### src/rtl/cfg_chain_pkg.sv
// Shared types and sizing helpers for the configuration chain loader.
package cfg_chain_pkg;

   // Loader sequencing states.
   typedef enum logic [1:0] {
      ST_IDLE   = 2'd0,
      ST_LOAD   = 2'd1,
      ST_VERIFY = 2'd2,
      ST_DONE   = 2'd3
   } cfg_state_e;

   // Host words needed to cover the whole chain in one pass.
   function automatic int words_per_pass(input int chain_len, input int word_w);
      return (chain_len + word_w - 1) / word_w;
   endfunction

   // Width of a counter able to hold 0..chain_len.
   function automatic int cnt_width(input int chain_len);
      return $clog2(chain_len + 1);
   endfunction

   // Number of bits of the final word that actually land in the chain.
   function automatic int last_word_bits(input int chain_len, input int word_w);
      return chain_len - (words_per_pass(chain_len, word_w) - 1) * word_w;
   endfunction

endpackage

### src/rtl/cfg_word_serializer.sv
// Parallel-in / serial-out word register, LSB first, with a count of the
// valid bits still to be shifted and a flag marking the final valid bit.
module cfg_word_serializer #(
   parameter int WORD_W = 8,
   parameter int NB_W   = $clog2(WORD_W + 1)
) (
   input  logic              clk_i,
   input  logic              rst_ni,
   input  logic              clear_i,
   input  logic              load_i,
   input  logic [WORD_W-1:0] data_i,
   input  logic [NB_W-1:0]   nbits_i,
   input  logic              shift_i,
   output logic              bit_o,
   output logic              valid_o,
   output logic              last_o
);

   logic [WORD_W-1:0] data_q, data_d;
   logic [NB_W-1:0]   cnt_q, cnt_d;

   // Next register contents: a load wins over a shift so that a new word can
   // replace the one whose last bit is leaving in the same cycle.
   always_comb begin
      data_d = data_q;
      cnt_d  = cnt_q;
      if (clear_i) begin
         data_d = '0;
         cnt_d  = '0;
      end else if (load_i) begin
         data_d = data_i;
         cnt_d  = nbits_i;
      end else if (shift_i && (cnt_q != '0)) begin
         data_d = data_q >> 1;
         cnt_d  = cnt_q - 1'b1;
      end
   end

   // Word register and remaining-bit count.
   always_ff @(posedge clk_i or negedge rst_ni) begin
      if (!rst_ni) begin
         data_q <= '0;
         cnt_q  <= '0;
      end else begin
         data_q <= data_d;
         cnt_q  <= cnt_d;
      end
   end

   assign bit_o   = data_q[0];
   assign valid_o = (cnt_q != '0);
   assign last_o  = (cnt_q == NB_W'(1));

endmodule

### src/rtl/cfg_chain_loader.sv
// Serial configuration chain loader: streams host words into the chain
// LSB first and optionally re-streams them to compare against the chain tail.
//
// Host handshake: a word is taken on the clock edge where word_valid and
// word_ready are both high; word_data must be stable while word_valid is high
// and not yet accepted. word_ready never depends on word_valid.
module cfg_chain_loader
   import cfg_chain_pkg::*;
#(
   parameter int CHAIN_LEN = 20,
   parameter int WORD_W    = 8
) (
   input  logic              prog_clk,
   input  logic              prog_rst_n,
   input  logic              start,
   input  logic              verify_en,
   input  logic              abort,
   input  logic [WORD_W-1:0] word_data,
   input  logic              word_valid,
   output logic              word_ready,
   output logic              cfg_bit,
   output logic              cfg_en,
   input  logic              cfg_ret,
   output logic              busy,
   output logic              done,
   output logic              verify_fail
);

   localparam int WPP       = words_per_pass(CHAIN_LEN, WORD_W);
   localparam int CNT_W     = cnt_width(CHAIN_LEN);
   localparam int WC_W      = $clog2(WPP + 1);
   localparam int NB_W      = $clog2(WORD_W + 1);
   localparam int LAST_BITS = last_word_bits(CHAIN_LEN, WORD_W);

   cfg_state_e       state_q, state_d;
   logic             verify_q, verify_d;
   logic [CNT_W-1:0] shift_cnt_q, shift_cnt_d;
   logic [WC_W-1:0]  word_cnt_q, word_cnt_d;
   logic             verify_fail_q, verify_fail_d;

   logic             in_pass;
   logic             in_verify;
   logic             in_done;
   logic             ser_bit, ser_valid, ser_last;
   logic             shift_fire;
   logic             pass_end;
   logic             start_ok;
   logic             accept;
   logic [NB_W-1:0]  load_nbits;

   assign start_ok   = (state_q == ST_IDLE) && start && !abort;
   assign shift_fire = in_pass && ser_valid;
   assign pass_end   = shift_fire && (shift_cnt_q == CNT_W'(CHAIN_LEN - 1));
   assign word_ready = in_pass && (word_cnt_q < WC_W'(WPP))
                       && (!ser_valid || (ser_last && shift_fire));
   assign accept     = word_ready && word_valid;
   assign load_nbits = (word_cnt_q == WC_W'(WPP - 1)) ? NB_W'(LAST_BITS) : NB_W'(WORD_W);

   cfg_word_serializer #(
      .WORD_W (WORD_W),
      .NB_W   (NB_W)
   ) u_ser (
      .clk_i   (prog_clk),
      .rst_ni  (prog_rst_n),
      .clear_i (abort),
      .load_i  (accept),
      .data_i  (word_data),
      .nbits_i (load_nbits),
      .shift_i (shift_fire),
      .bit_o   (ser_bit),
      .valid_o (ser_valid),
      .last_o  (ser_last)
   );

   // FSM state register.
   always_ff @(posedge prog_clk or negedge prog_rst_n) begin
      if (!prog_rst_n) begin
         state_q <= ST_IDLE;
      end else begin
         state_q <= state_d;
      end
   end

   // FSM next state: abort dominates; passes end on their final shift edge.
   always_comb begin
      state_d = state_q;
      if (abort) begin
         state_d = ST_IDLE;
      end else begin
         case (state_q)
            ST_IDLE:   if (start) state_d = ST_LOAD;
            ST_LOAD:   if (pass_end) state_d = verify_q ? ST_VERIFY : ST_DONE;
            ST_VERIFY: if (pass_end) state_d = ST_DONE;
            ST_DONE:   state_d = ST_IDLE;
            default:   state_d = ST_IDLE;
         endcase
      end
   end

   // FSM outputs decoded from the current state.
   always_comb begin
      in_pass   = 1'b0;
      in_verify = 1'b0;
      in_done   = 1'b0;
      case (state_q)
         ST_LOAD:   in_pass = 1'b1;
         ST_VERIFY: begin
            in_pass   = 1'b1;
            in_verify = 1'b1;
         end
         ST_DONE:   in_done = 1'b1;
         default:   ;
      endcase
   end

   // Pass bookkeeping and the sticky verify result.
   always_comb begin
      shift_cnt_d   = shift_cnt_q;
      word_cnt_d    = word_cnt_q;
      verify_d      = verify_q;
      verify_fail_d = verify_fail_q;
      if (abort || start_ok || pass_end) begin
         shift_cnt_d = '0;
         word_cnt_d  = '0;
      end else begin
         if (shift_fire) shift_cnt_d = shift_cnt_q + 1'b1;
         if (accept)     word_cnt_d  = word_cnt_q + 1'b1;
      end
      if (start_ok) begin
         verify_d      = verify_en;
         verify_fail_d = 1'b0;
      end else if (!abort && in_verify && shift_fire && (cfg_ret != ser_bit)) begin
         verify_fail_d = 1'b1;
      end
   end

   // Counter, mode and verify flag registers.
   always_ff @(posedge prog_clk or negedge prog_rst_n) begin
      if (!prog_rst_n) begin
         shift_cnt_q   <= '0;
         word_cnt_q    <= '0;
         verify_q      <= 1'b0;
         verify_fail_q <= 1'b0;
      end else begin
         shift_cnt_q   <= shift_cnt_d;
         word_cnt_q    <= word_cnt_d;
         verify_q      <= verify_d;
         verify_fail_q <= verify_fail_d;
      end
   end

   assign busy        = in_pass;
   assign done        = in_done;
   assign cfg_en      = shift_fire;
   assign cfg_bit     = shift_fire & ser_bit;
   assign verify_fail = verify_fail_q;

endmodule
### config.mk
export PLATFORM = sky130hd
export DESIGN_NAME = cfg_chain_loader
export DESIGN_NICKNAME = d
export VERILOG_FILES = /design/src/rtl/cfg_chain_pkg.sv /design/src/rtl/cfg_word_serializer.sv /design/src/rtl/cfg_chain_loader.sv
export SDC_FILE = /design/constraint.sdc
export NUM_CORES = 1
export LEC_CHECK = 0
export CORE_MARGIN = 2
export CORE_UTILIZATION = 56
export CTS_BUF_LIST = sky130_fd_sc_hd__clkbuf_8
export DETAILED_ROUTE_END_ITERATION = 7
export GPL_ROUTABILITY_DRIVEN = 0
export PLACE_DENSITY = 0.8
export SETUP_SLACK_MARGIN = 0.05
export SYNTH_ARGS = -nofsm -noshare
export SYNTH_HDL_FRONTEND = slang
export SYNTH_SLANG_ARGS = --single-unit
### constraint.sdc
create_clock -name prog_clk -period 2.14 [get_ports prog_clk]
set_input_delay 0.428 -clock prog_clk [delete_from_list [all_inputs] [get_ports prog_clk]]
set_output_delay 0.428 -clock prog_clk [all_outputs]
set_load 0.05 [all_outputs]
# Word level (Yosys, flattened, before mapping)

Index checks and enable logic that the tools add are counted.

Output and inout port bits: 6
Input port bits: 15
Logic and storage cells: 69
Register bits: 23

Add/sub/neg operators: 3
$lt $le $gt $ge: 1
Bitwise operators: 1
Equal/unequal tests: 10
Reductions and logical operators: 25
Muxes and demuxes: 22

Operator list:

| cell                                                               | number |
|---|---|
| 8-bit two-way mux                                                  | 3 |
| 4-bit two-way mux                                                  | 4 |
| 1-bit logical AND                                                  | 12 |
| 2-bit two-way mux                                                  | 6 |
| 5-bit two-way mux                                                  | 2 |
| 3-bit inequality test, second input constant                       | 3 |
| 2-bit one-hot mux with 4 select lines                              | 1 |
| 2-bit == test, second input constant                               | 3 |
| 1-bit two-way mux                                                  | 6 |
| 2-bit nonzero test                                                 | 3 |
| 5-bit by 1-bit adder with 5-bit output, second input constant      | 1 |
| 5-bit == test, second input constant                               | 1 |
| 4-bit by 1-bit == test with 1-bit output, second input constant    | 1 |
| 4-bit nonzero test                                                 | 1 |
| 4-bit by 1-bit subtractor with 4-bit output, second input constant | 1 |
| 1-bit logical OR                                                   | 3 |
| 3-bit AND reduction                                                | 1 |
| 3-bit nonzero test                                                 | 1 |
| 2-bit by 1-bit adder with 2-bit output, second input constant      | 1 |
| 2-bit by 1-bit == test with 1-bit output, second input constant    | 1 |
| 1-bit logical NOT                                                  | 2 |
| 2-bit logical NOT                                                  | 1 |
| 2-bit less-than comparator, second input constant                  | 1 |
| 2-bit OR reduction                                                 | 1 |
| 2 further kinds                                                    | 2 |

# Longest topological paths before layout

Gate-level depths: netlist of run 1.

Word-level depth: 10
Depth in mapped cells: 9
Mapped depth without buffers: 7

# Cells and area by module

Synthesis of run 1 repeated with hierarchy kept, for this count alone.

Cell total of the unflattened synthesis: 134
Area, all modules: 1,426.4 µm²

Modules (own cells, without submodules):

| module              | area an instance (µm²) | instances | sequential area each (µm²) | cells an instance |
|---|---|---|---|---|
| cfg_chain_loader    | 739.5                  | 1         | 275.3                      | 78 |
| cfg_word_serializer | 686.9                  | 1         | 300.3                      | 56 |

# Least setup slack after synthesis of run 1

Ideal clock, no wire load.

Path type: reg-to-output
Start: register state_q[0]
End: output word_ready
Data required time: 1.712 ns
Buffers on the path: 1
Path slack: -0.217 ns
Arrival: 1.929 ns
Cell stages (with the launch flop): 6
Cells stage by stage: dfrtp_1 > inv_1 > ha_1 > buf_6 > nor4b_4 > o21a_1

Word-level cells in the longest chain between the ends: 7
Elaborated cells between the ends (all ways): 9
Classes of those cells: 2 x eq/ne; 1 x mux; 6 x reduce/logical

Ends and longest elaborated chain:

| what                                                                      | line                    | text |
|---|---|---|
| start: declaration                                                        | cfg_chain_loader.sv:35  | `cfg_state_e state_q, state_d;` |
| start signal: assignment                                                  | cfg_chain_loader.sv:80  | `state_q <= state_d;` |
| 2-bit == test or 2-bit by 1-bit == test with 1-bit output (tied branches) | cfg_chain_loader.sv:105 | `case (state_q)` |
| 2-bit OR reduction (no line) *                                            | n/a                     |  |
| 1-bit two-way mux *                                                       | cfg_chain_loader.sv:105 |  |
| named net busy                                                            | cfg_chain_loader.sv:24  | `output logic busy,` |
| 1-bit logical AND                                                         | cfg_chain_loader.sv:52  | `assign shift_fire = in_pass && ser_valid;` |
| 1-bit logical AND                                                         | cfg_chain_loader.sv:55  | `&& (!ser_valid \|\| (ser_last && shift_fire));` |
| 1-bit logical OR                                                          | cfg_chain_loader.sv:55  |  |
| 1-bit logical AND *                                                       | cfg_chain_loader.sv:55  |  |
| end: declaration                                                          | cfg_chain_loader.sv:20  | `output logic word_ready,` |

Mark *: on every way through the listed nets, which the timed path passes. The rest lies on a longest branch.

# Worst setup path in the final report of run 1

Start: register u_ser.cnt_q[0]
End: output cfg_bit

Word-level cells in the longest chain between the ends: 3

Ends and longest elaborated chain:

| what                     | line                      | text |
|---|---|---|
| start: declaration       | cfg_word_serializer.sv:20 | `logic [NB_W-1:0] cnt_q, cnt_d;` |
| start signal: assignment | cfg_word_serializer.sv:46 | `cnt_q <= cnt_d;` |
| 4-bit nonzero test       | cfg_word_serializer.sv:51 | `assign valid_o = (cnt_q != '0);` |
| 1-bit logical AND        | cfg_chain_loader.sv:52    |  |
| 1-bit bitwise AND        | cfg_chain_loader.sv:155   | `assign cfg_bit = shift_fire & ser_bit;` |
| end: declaration         | cfg_chain_loader.sv:21    | `output logic cfg_bit,` |

No other way between the ends.

==> summary.txt, run 1 <==
Yosys
  • Post-synth cell types: 39
  • Synth Area in Adders: 0.08658
  • Synth Register Bits: 23
  • Avg Inst Size Synth: slightly above 10 um^2
  • Cell Area, Synth: about 1400 um^2
  • Post-Synth Simple-Gate Area: 0.2061
  • Gate Count Post-Synth: 140
  • Asr flop ratio synth: 1.000
  • Proportion of synthesized area in mux cells: 0.02165
  • Complex-gate fraction of the synthesized area: 0.1732
  • Main combinational cell family by area after synthesis: simple AND/OR/NAND/NOR gates
  • Post-synthesis sequential area ratio: 0.3983
  • Net Count, Synth: around 170
  • Xor and xnor area share after synthesis: 0.04242
  • EDFF count, synth: 0
  • Synthesis Warnings: 0
  • Primary FF master, synth: dfrtp_1

Worst setup path
  • Setup CP Type: flip-flop to output port
  • Critical Path RT: 1.71 ns
  • Worst path slowest cell: or3b_4
  • Worst reg2reg startpoint: state_q[1]
  • CP Launch Type: flip-flop
  • Crit path max-delay family: simple AND/OR/NAND/NOR gates
  • R2R Setup Slk: ~0.20 ns
  • R2R depth: 8
  • CP endpoint kind: output port
  • Crit-path max FO: 3
  • WP data arrival: 1.63 ns
  • Slowest cell delay on critical path: ~0.41 ns
  • Buf/Inv on CP: 2
  • Crit-path cells: inv_2 -> ha_4 -> or3b_4 -> and3_4 -> buf_6
  • Crit Reg-Reg Endpoint: u_ser.data_q[1]

Cells and area
  • Commonest non-fill, non-tap cell in the layout: dfrtp_1
  • Diode count: 0
  • Layout cells sized above 1: 0.3029
  • Filler cell count: 166
  • Nets: between 200 and 250
  • Area Growth Syn to Fin: 28.66%
  • Multi-input gate area: between 700 and 800 um^2
  • Storage element area: roughly 580 um^2
  • Fin cells: a little over 200
  • Most frequent cells in the layout: dfrtp_1 (23), buf_4 (19), nand2_1 (16)
  • Layout Utilization: 0.7574

Floorplan
  • Overall die width: approximately 55 um
  • # IOs: 21
  • Row count: 18
  • DIE AREA: 3003 um^2
  • Die Height: 54.80 um
  • Initial Utilization: 0.5887
  • Core area: between 2000 and 2500 um^2

Timing
  • Worst-margin pin slew: between 0.5 and 0.6 ns
  • Setup_tns: 0 ns
  • RSZ-0062 raised after global routing: true
  • Min Tclk post-route: between 2 and 2.5 ns
  • Slew Limit Fails: 0
  • Peak Freq: slightly below 0.5 GHz
  • Period utilisation layout: 0.9636
  • Clock skew: approximately 0.0048 ns
  • Final setup fails: 0
  • Relative slew slack: 0.6553
  • Final Hold Fails: 0

CTS
  • Root buffer cell: clkbuf_8
  • CTS tree: built
  • Clk sinks: 23
  • Reg clk slew, reported paths: roughly 0.09 ns
  • Hold Buf Count CTS: 0
  • Num CTS Buffers: 3
  • Skew-Pair Late Insertion Delay: around 0.27 ns
  • Clock Path Buffers: 2
  • Clock H-tree levels: 1

Drt
  • Antenna Nets Post-Route: 0
  • Vias: between 1,000 and 1,500
  • Routed WL: about 3300 um
  • DRC viols: 0
  • DR WL/cell: roughly 16 um
  • Vias/cell: between 5 and 6
  • TritonRoute pass-1 iters: 4
  • 1st-iter DRT viols: 18

Global routing
  • Vias in the first global route: about 1,200
  • First-pass GRT wire length: 5347 um
  • Overflow after GRT: 0
  • GRT Overall Usage: 0.2539
  • Largest net degree at the start of global routing: 24
  • Initial antenna violation count: 0

Run
  • Max-Cap Viols: 0

Worst hold path
  • HP Class: input pin to asynchronous set/reset pin

Outcome
  • Outcome: finished clean

Power and ir drop
  • Maximum VDD drop: around 1.1 mV
  • Pwr Total: 2.830 mW
  • PD cells: 1522 nW/um^2
  • Lkg Pwr: around 0.85 nW

Place
  • Placed cells: 190
  • IO buf count: 20
  • DP Wirelength: between 2000 and 2500 um
worst max path at each step:
stage | from | end | slack (ns) | cells after the start
2_1_floorplan | state_q[0] | u_ser.cnt_q[3] | 0.12 | 6
3_3_place_gp | u_ser.cnt_q[0] | cfg_en | 0.17 | 6
3_5_place_dp | u_ser.cnt_q[0] | cfg_en | 0.12 | 6
4_1_cts | u_ser.cnt_q[0] | cfg_bit | 0.05 | 5
5_1_grt | u_ser.cnt_q[0] | cfg_en | 0.03 | 6
6_report | u_ser.cnt_q[0] | cfg_bit | 0.08 | 5
cell type report:
type,instances,share of cell area
Multi-Input combinational cell,101,0.4300
Sequential cell,23,0.3096
Clock inverter,1,0.002692
Clock buffer,3,0.02221
Inverter,9,0.02221
Tap cell,30,0.02019
Timing Repair Buffer,38,0.1931
what timing repair did:
action                                 in CTS  in global routing
setup buffers                               6                  5
setup endpoints to repair                   3                  6
resized for setup                           8                  4
pin swaps                                   2                  2
endpoints found under the hold margin       0                  0
report_power, final:
| group | total (mW) | internal [mW] | switching [mW] |
|---|---|---|---|
| Combinational | 1.86 | 0.883 | 0.982 |
| Sequential | 0.682 | 0.568 | 0.114 |
| Clock | 0.284 | 0.130 | 0.153 |
metrics by stage:
stage          worst slack (ns)  hold slack [ns]  cell area, um^2
3_5_place_dp             0.1191           0.5067             1694
3_3_place_gp             0.1676           0.4964             1694
5_1_grt                 0.03386           0.5456             1859
6_report                0.07788           0.5032             1859
4_1_cts                 0.05004           0.5126             1805
2_1_floorplan            0.1202           0.1324             1459
state kept, by name, indices dropped and copies added, names as in the netlist:
signal	flops
shift_cnt_q	5
u_ser.cnt_q	4
u_ser.data_q	8
word_cnt_q	2
verify_fail	1
state_q	2
verify_q	1
synth_stat cells, drive strengths merged, types with 2 or more instances:
library cell / number / share of area
a211oi: 7 / 0.061
a21oi: 11 / 0.048
and3: 4 / 0.017
buf: 5 / 0.042
clkbuf: 2 / 0.0052
dfrtp: 23 / 0.40
ha: 10 / 0.087
inv: 9 / 0.025
mux2i: 2 / 0.014
nand2: 17 / 0.055
nand3: 6 / 0.021
nand4: 2 / 0.019
nor2: 15 / 0.039
nor3: 2 / 0.0069
xnor2: 3 / 0.018
xor2: 4 / 0.024
kinds of logic after synthesis:
| family | Yosys count |
|---|---|
| AO/OA/AOI/OAI | 28 |
| XOR/XNOR | 7 |
| adder cells (fa/ha/maj) | 10 |
| buffers and inverters | 16 |
| flip-flops | 23 |
| AND/OR/NAND/NOR | 53 |
| multiplexers | 3 |
worst reg2reg max path, delay by kind of cell (launching register included):
family / cells / cell delay, ns
DFF: 1 / 0.35
AOI/OAI and AO/OA: 3 / 0.52
buffers and inverters: 3 / 0.46
adders and majority gates: 1 / 0.30
and+or+nand+nor: 1 / 0.24
layer usage:
layer | share of wire | routed length [um] | global-route usage | up-vias
li1 | - | - | - | 553
met1 | 0.42 | 1399 | 0.3165 | 573
met2 | 0.51 | 1683 | 0.4246 | 34
met3 | 0.037 | 121 | 0.04372 | 12
met4 | 0.028 | 93 | 0.1167 | 0
met5 | 0 | 0 | 0 | -
No activity file was read; power rests on OpenSTA's default activity.
==> inputs of run 2 (changes only) <==
- CORE_UTILIZATION: 56 -> 58
- PLACE_DENSITY: 0.8 -> 0.82
- clock period: 2.14 -> 2.4 ns (I/O delays scaled with it)
==> summary.txt, run 2 (synthesis results as in run 1) <==
Place
  • Placed cells: 187 (was 190)
  • Place WS: 0.1944 ns (was 0.1191 ns)
  • Post-Place Cell Area: 1674 um^2 (was 1694 um^2)
  • DP Wirelength: 2131 um (was 2252 um)
  • IO buf count: 20 (unchanged)

CTS
  • Clock H-tree levels: 1 (unchanged)
  • Skew-Pair Late Insertion Delay: 0.26 ns (was 0.27 ns)
  • Num CTS Buffers: 3 (unchanged)
  • Reg clk slew, reported paths: 0.08 ns (was 0.09 ns)
  • Clock Path Buffers: 2 (unchanged)
  • Root buffer cell: clkbuf_8 (unchanged)
  • CTS tree: built (unchanged)
  • Hold Buf Count CTS: 0 (unchanged)
  • Clk sinks: 23 (unchanged)

Power and ir drop
  • Clk pwr share: 0.104 (was 0.100)
  • Net switching power: 1.035 mW (was 1.249 mW)
  • Pwr Total: 2.316 mW (was 2.830 mW)
  • PD cells: 1320 nW/um^2 (was 1522 nW/um^2)
  • Logic pwr share: 0.629 (was 0.659)
  • Seq pwr share: 0.267 (was 0.241)
  • Sw frac: 0.4468 (was 0.4412)
  • P_int: 1.281 mW (was 1.581 mW)
  • Lkg Pwr: 0.7896 nW (was 0.8521 nW)
  • Maximum VDD drop: 1.145 mV (was 1.065 mV)

Cells and area
  • Top Registers: u_ser.data_q: 8 flops, shift_cnt_q: 5 flops, u_ser.cnt_q: 4 flops (unchanged)
  • Fin cells: 192 (was 205)
  • Area Growth Syn to Fin: 21.39% (was 28.66%)
  • Layout cells sized above 1: 0.2160 (was 0.3029)
  • Top reg by flops: u_ser.data_q (unchanged)
  • Layout Utilization: 0.7279 (was 0.7574)
  • Max FFs per register: 8 (unchanged)
  • Area of all placed cells without fillers: 1754 um^2 (was 1859 um^2)
  • Filler cell count: 159 (was 166)
  • Commonest non-fill, non-tap cell in the layout: dfrtp_1 (unchanged)
  • Diode count: 0 (unchanged)
  • Most frequent cells in the layout: dfrtp_1 (23), nand2_1 (16), clkdlybuf4s50_1 (16) (was dfrtp_1 (23), buf_4 (19), nand2_1 (16))
  • Nets: 188 (was 201)

Timing
  • Final Hold Fails: 0 (unchanged)
  • Worst-margin pin slew: 0.8438 ns (was 0.5154 ns)
  • Slew Limit Fails: 0 (unchanged)
  • Min Tclk post-route: ~2.3 ns
  • Relative slew slack: 0.4350 (was 0.6553)
  • Post-route setup slack: 0.1280 ns (was 0.07788 ns)
  • Period utilisation layout: 0.9467
  • Setup_tns: 0 ns (unchanged)
  • Clock skew: 0.001408 ns (was 0.004762 ns)
  • Final setup fails: 0 (unchanged)
  • Peak Freq: ~0.44 GHz
  • RSZ-0062 raised after global routing: true (unchanged)
  • Worst hold slack: 0.5158 ns (was 0.5032 ns)

Worst setup path
  • Crit-path max FO: 13 (was 3)
  • Setup CP Type: flip-flop to output port (unchanged)
  • R2R depth: 7 (was 8)
  • CP endpoint kind: output port (unchanged)
  • CP Launch Type: flip-flop (unchanged)
  • WP data arrival: 1.79 ns (was 1.63 ns)
  • Critical Path RT: 1.92 ns (was 1.71 ns)

Outcome
  • Outcome: finished clean (unchanged)

Global routing
  • First-pass GRT wire length: 4733 um (was 5347 um)
  • GRT Overall Usage: 0.2280 (was 0.2539)
  • Vias in the first global route: 1,106 (was 1,203)
  • Overflow after GRT: 0 (unchanged)
  • Initial antenna violation count: 0 (unchanged)
  • Largest net degree at the start of global routing: 24 (unchanged)

Floorplan
  • Overall die width: 53.92 um (was 54.80 um)
  • Die Height: 53.92 um (was 54.80 um)
  • DIE AREA: 2907 um^2 (was 3003 um^2)
  • Initial Utilization: 0.5997 (was 0.5887)
  • Row count: 18 (unchanged)
  • # IOs: 21 (unchanged)
  • Core area: 2410 um^2 (was 2455 um^2)

Drt
  • 1st-iter DRT viols: 13 (was 18)
  • DRC viols: 0 (unchanged)
  • Vias: 1,094 (was 1,172)
  • TritonRoute pass-1 iters: 4 (unchanged)
  • Vias/cell: 5.698 (was 5.717)
  • Antenna Nets Post-Route: 0 (unchanged)
  • Routed WL: 2897 um (was 3298 um)
  • DR WL/cell: 15.09 um (was 16.09 um)

Worst hold path
  • HP Class: flip-flop to flip-flop (was input pin to asynchronous set/reset pin)
  • Hold Crit Depth: 1

Run
  • Max-Cap Viols: 0 (unchanged)
run 2: cell count changes in the layout (fill, tap and decap cells not counted):
cell             previous run  this run
buf_4                      19         6
inv_1                       5         8
inv_2                       3         1
and3_1                      3         4
and3_4                      1         0
buf_12                      2         3
buf_6                       1         0
buf_8                       1         0
clkdlybuf4s50_1            15        16
clkinv_2                    1         0
inv_4                       0         1
inv_8                       1         0
run 2: cell type report:
class	count	area (um^2)	share of cell area
repair buffers	25	265.3	0.1512
flip-flops and latches	23	575.6	0.3281
multi-input cells	101	794.5	0.4529
clock inverters	1	3.754	0.002140
inverters	9	36.28	0.02068
well taps	30	37.54	0.02140
clock buffers	3	41.29	0.02354
run 2: metal layers:
| layer | track usage | wire (um) | vias up |
|---|---|---|---|
| li1 | - | - | 530 |
| met1 | 0.3028 | 1312 | 532 |
| met2 | 0.3740 | 1444 | 25 |
| met3 | 0.03333 | 79 | 7 |
| met4 | 0.08547 | 61 | 0 |
| met5 | 0 | 0 | - |
run 2: final timing paths:
| check | from | endpoint | slack, ns |
|---|---|---|---|
| worst max register to register | state_q[1] | u_ser.data_q[0] | 0.37 |
| min in group asynchronous | prog_rst_n | shift_cnt_q[3] | 0.56 |
| max in group asynchronous | prog_rst_n | u_ser.data_q[4] | 1.61 |
| worst min-delay path | verify_q | verify_q | 0.52 |
| worst max-delay path | u_ser.cnt_q[1] | cfg_en | 0.13 |
| worst min register to register | verify_q | verify_q | 0.52 |
run 2: power groups by stage:
stage	Sequential (mW)	Clock (mW)	Combinational, mW
2_1_floorplan	0.599	0	1.09
3_3_place_gp	0.614	0	1.31
3_5_place_dp	0.623	0	1.33
4_1_cts	0.616	0.239	1.41
5_1_grt	0.633	0.264	1.58
6_report	0.619	0.240	1.46
run 2: critical path: stages, from the launching register on:
cell     delay (ns)
dfrtp_1        0.38
inv_1          0.15
ha_4           0.18
or3b_4         0.43
nand2_8        0.13
inv_4          0.10
buf_12         0.16
run 2: timing repair:
| action | in CTS | in global routing |
|---|---|---|
| setup buffers | 1 | 0 |
| endpoints found under the hold margin | 0 | 0 |
| resized for setup | 2 | 4 |
| setup endpoints to repair | 3 | 3 |
==> inputs of run 3 (changes only) <==
- TNS_END_PERCENT: not set -> 30
==> summary.txt, run 3 (synthesis results as in run 1) <==
CTS
  • Clock H-tree levels: 1 (unchanged)
  • Root buffer cell: clkbuf_8 (unchanged)
  • Hold Buf Count CTS: 0 (unchanged)
  • Num CTS Buffers: 3 (unchanged)
  • CTS tree: built (unchanged)
  • Reg clk slew, reported paths: 0.08 ns (about the same)
  • Skew-Pair Late Insertion Delay: 0.26 ns (about the same)
  • Clock Path Buffers: 2 (unchanged)
  • Clk sinks: 23 (unchanged)

Place
  • Place WS: 0.1944 ns (unchanged)
  • Placed cells: 187 (unchanged)
  • IO buf count: 20 (unchanged)
  • DP Wirelength: 2131 um (unchanged)
  • Post-Place Cell Area: 1674 um^2 (unchanged)

Floorplan
  • DIE AREA: 2907 um^2 (unchanged)
  • Row count: 18 (unchanged)
  • # IOs: 21 (unchanged)
  • Initial Utilization: 0.5997 (unchanged)
  • Die Height: 53.92 um (unchanged)
  • Overall die width: 53.92 um (unchanged)
  • Core area: 2410 um^2 (unchanged)

Drt
  • Routed WL: 2912 um (was 2897 um)
  • DR WL/cell: 15.09 um (about the same)
  • TritonRoute pass-1 iters: 4 (unchanged)
  • Vias/cell: 5.756 (was 5.698)
  • Vias: 1,111 (was 1,094)
  • 1st-iter DRT viols: 15 (was 13)
  • DRC viols: 0 (unchanged)
  • Antenna Nets Post-Route: 0 (unchanged)

Power and ir drop
  • Pwr Total: 2.349 mW (was 2.316 mW)
  • Maximum VDD drop: 1.148 mV (was 1.145 mV)
  • Logic pwr share: 0.634 (was 0.629)
  • Net switching power: 1.041 mW (was 1.035 mW)
  • Clk pwr share: 0.103 (was 0.104)
  • Seq pwr share: 0.264 (was 0.267)
  • P_int: 1.308 mW (was 1.281 mW)
  • Sw frac: 0.4431 (was 0.4468)
  • PD cells: 1333 nW/um^2 (was 1320 nW/um^2)
  • Lkg Pwr: 0.7952 nW (was 0.7896 nW)

Cells and area
  • Top Registers: u_ser.data_q: 8 flops, shift_cnt_q: 5 flops, u_ser.cnt_q: 4 flops (unchanged)
  • Fin cells: 193 (was 192)
  • Diode count: 0 (unchanged)
  • Nets: 189 (was 188)
  • Max FFs per register: 8 (unchanged)
  • Commonest non-fill, non-tap cell in the layout: dfrtp_1 (unchanged)
  • Area of all placed cells without fillers: 1762 um^2 (was 1754 um^2)
  • Most frequent cells in the layout: dfrtp_1 (23), nand2_1 (16), clkdlybuf4s50_1 (16) (unchanged)
  • Top reg by flops: u_ser.data_q (unchanged)
  • Layout Utilization: 0.7310 (was 0.7279)
  • Area Growth Syn to Fin: 21.90% (was 21.39%)
  • Layout cells sized above 1: 0.2270 (was 0.2160)

Worst setup path
  • Crit-path cells: inv_2 -> ha_4 -> or3b_4 -> and3_1 -> buf_4 (was inv_1 -> ha_4 -> or3b_4 -> nand2_8 -> inv_4 -> buf_12)
  • Critical Path RT: 1.92 ns (about the same)
  • WP data arrival: 1.79 ns (about the same)
  • Buf/Inv on CP: 2 (was 3)
  • Critical path startpoint: u_ser.cnt_q[0] (was u_ser.cnt_q[1])
  • Worst path slowest cell: or3b_4 (unchanged)
  • Crit path max-delay family: simple AND/OR/NAND/NOR gates (unchanged)
  • Worst reg2reg startpoint: state_q[1] (unchanged)
  • CP endpoint kind: output port (unchanged)
  • CP Launch Type: flip-flop (unchanged)
  • Slowest cell delay on critical path: 0.44 ns (was 0.43 ns)
  • Crit-path max FO: 5 (was 13)
  • Setup CP Type: flip-flop to output port (unchanged)

Global routing
  • First-pass GRT wire length: 4692 um (was 4733 um)
  • Initial antenna violation count: 0 (unchanged)
  • Vias in the first global route: 1,097 (was 1,106)
  • Overflow after GRT: 0 (unchanged)
  • Largest net degree at the start of global routing: 24 (unchanged)
  • GRT Overall Usage: 0.2262 (was 0.2280)

Timing
  • Peak Freq: 0.4401 GHz (about the same)
  • Setup_tns: 0 ns (unchanged)
  • RSZ-0062 raised after global routing: false (was true)
  • Min Tclk post-route: 2.272 ns (about the same)
  • Clock skew: 0.001397 ns (was 0.001408 ns)
  • Period utilisation layout: 0.9468 (was 0.9467)
  • Slew Limit Fails: 0 (unchanged)
  • Final setup fails: 0 (unchanged)
  • Worst hold slack: 0.5160 ns (was 0.5158 ns)
  • Relative slew slack: 0.4291 (was 0.4350)
  • Worst-margin pin slew: 0.8525 ns (was 0.8438 ns)
  • Final Hold Fails: 0 (unchanged)
  • Post-route setup slack: 0.1277 ns (was 0.1280 ns)

Worst hold path
  • HP Class: flip-flop to flip-flop (unchanged)
  • Worst Min Path Start: verify_q (unchanged)

Run
  • Max-Cap Viols: 0 (unchanged)

Outcome
  • Outcome: finished clean (unchanged)
==> run 3: changes by cell type in the layout (fill, tap and decap cells not counted) <==
cell / before / now
inv_2: 1 / 2
buf_4: 6 / 7
inv_1: 8 / 7
==> run 3: worst register-to-register path, stage by stage (launching register included) <==
cell and delay [ns]:
dfrtp_1 0.43, inv_1 0.11, ha_4 0.34, nor4b_4 0.26, o211a_1 0.28, buf_4 0.21, a21oi_1 0.08, a211oi_2 0.23
==> run 3: final timing paths <==
kind	end	slack [ns]	cells past startpoint
min reg2reg	verify_q	0.52	1
min in group asynchronous	shift_cnt_q[3]	0.56	2
max	cfg_bit	0.13	5
max reg2reg	u_ser.data_q[0]	0.37	7
min	verify_q	0.52	1
max in group asynchronous	u_ser.data_q[4]	1.61	2
==> run 3: area by class of cell <==
class | instances | area [um^2]
Clock inverter | 1 | 3.754
Tap cell | 30 | 37.54
Fill cell | 160 | 648.1
Timing Repair Buffer | 26 | 272.8
Multi-Input combinational cell | 101 | 794.5
Clock buffer | 3 | 41.29
Sequential cell | 23 | 575.6
Inverter | 9 | 36.28
==> run 3: power groups by stage <==
stage / registers [mW] / logic (mW) / clock network (mW)
2_1_floorplan: 0.599 / 1.09 / 0
3_3_place_gp: 0.614 / 1.31 / 0
3_5_place_dp: 0.623 / 1.33 / 0
4_1_cts: 0.616 / 1.37 / 0.239
5_1_grt: 0.635 / 1.60 / 0.264
6_report: 0.620 / 1.49 / 0.241
==> run 3: routing by layer <==
layer | vias up | track usage | share of wire
li1 | 532 | - | -
met1 | 541 | 0.3011 | 0.45
met2 | 31 | 0.3699 | 0.50
met3 | 7 | 0.03333 | 0.033
met4 | 0 | 0.08547 | 0.016
met5 | - | 0 | 0
==> run 3: timing repair <==
action	CTS	global route
endpoints found under the hold margin	0	0
pin swaps	0	1
gates cloned	0	0
setup buffers	0	2
resized for setup	2	5
setup endpoints to repair	3	3
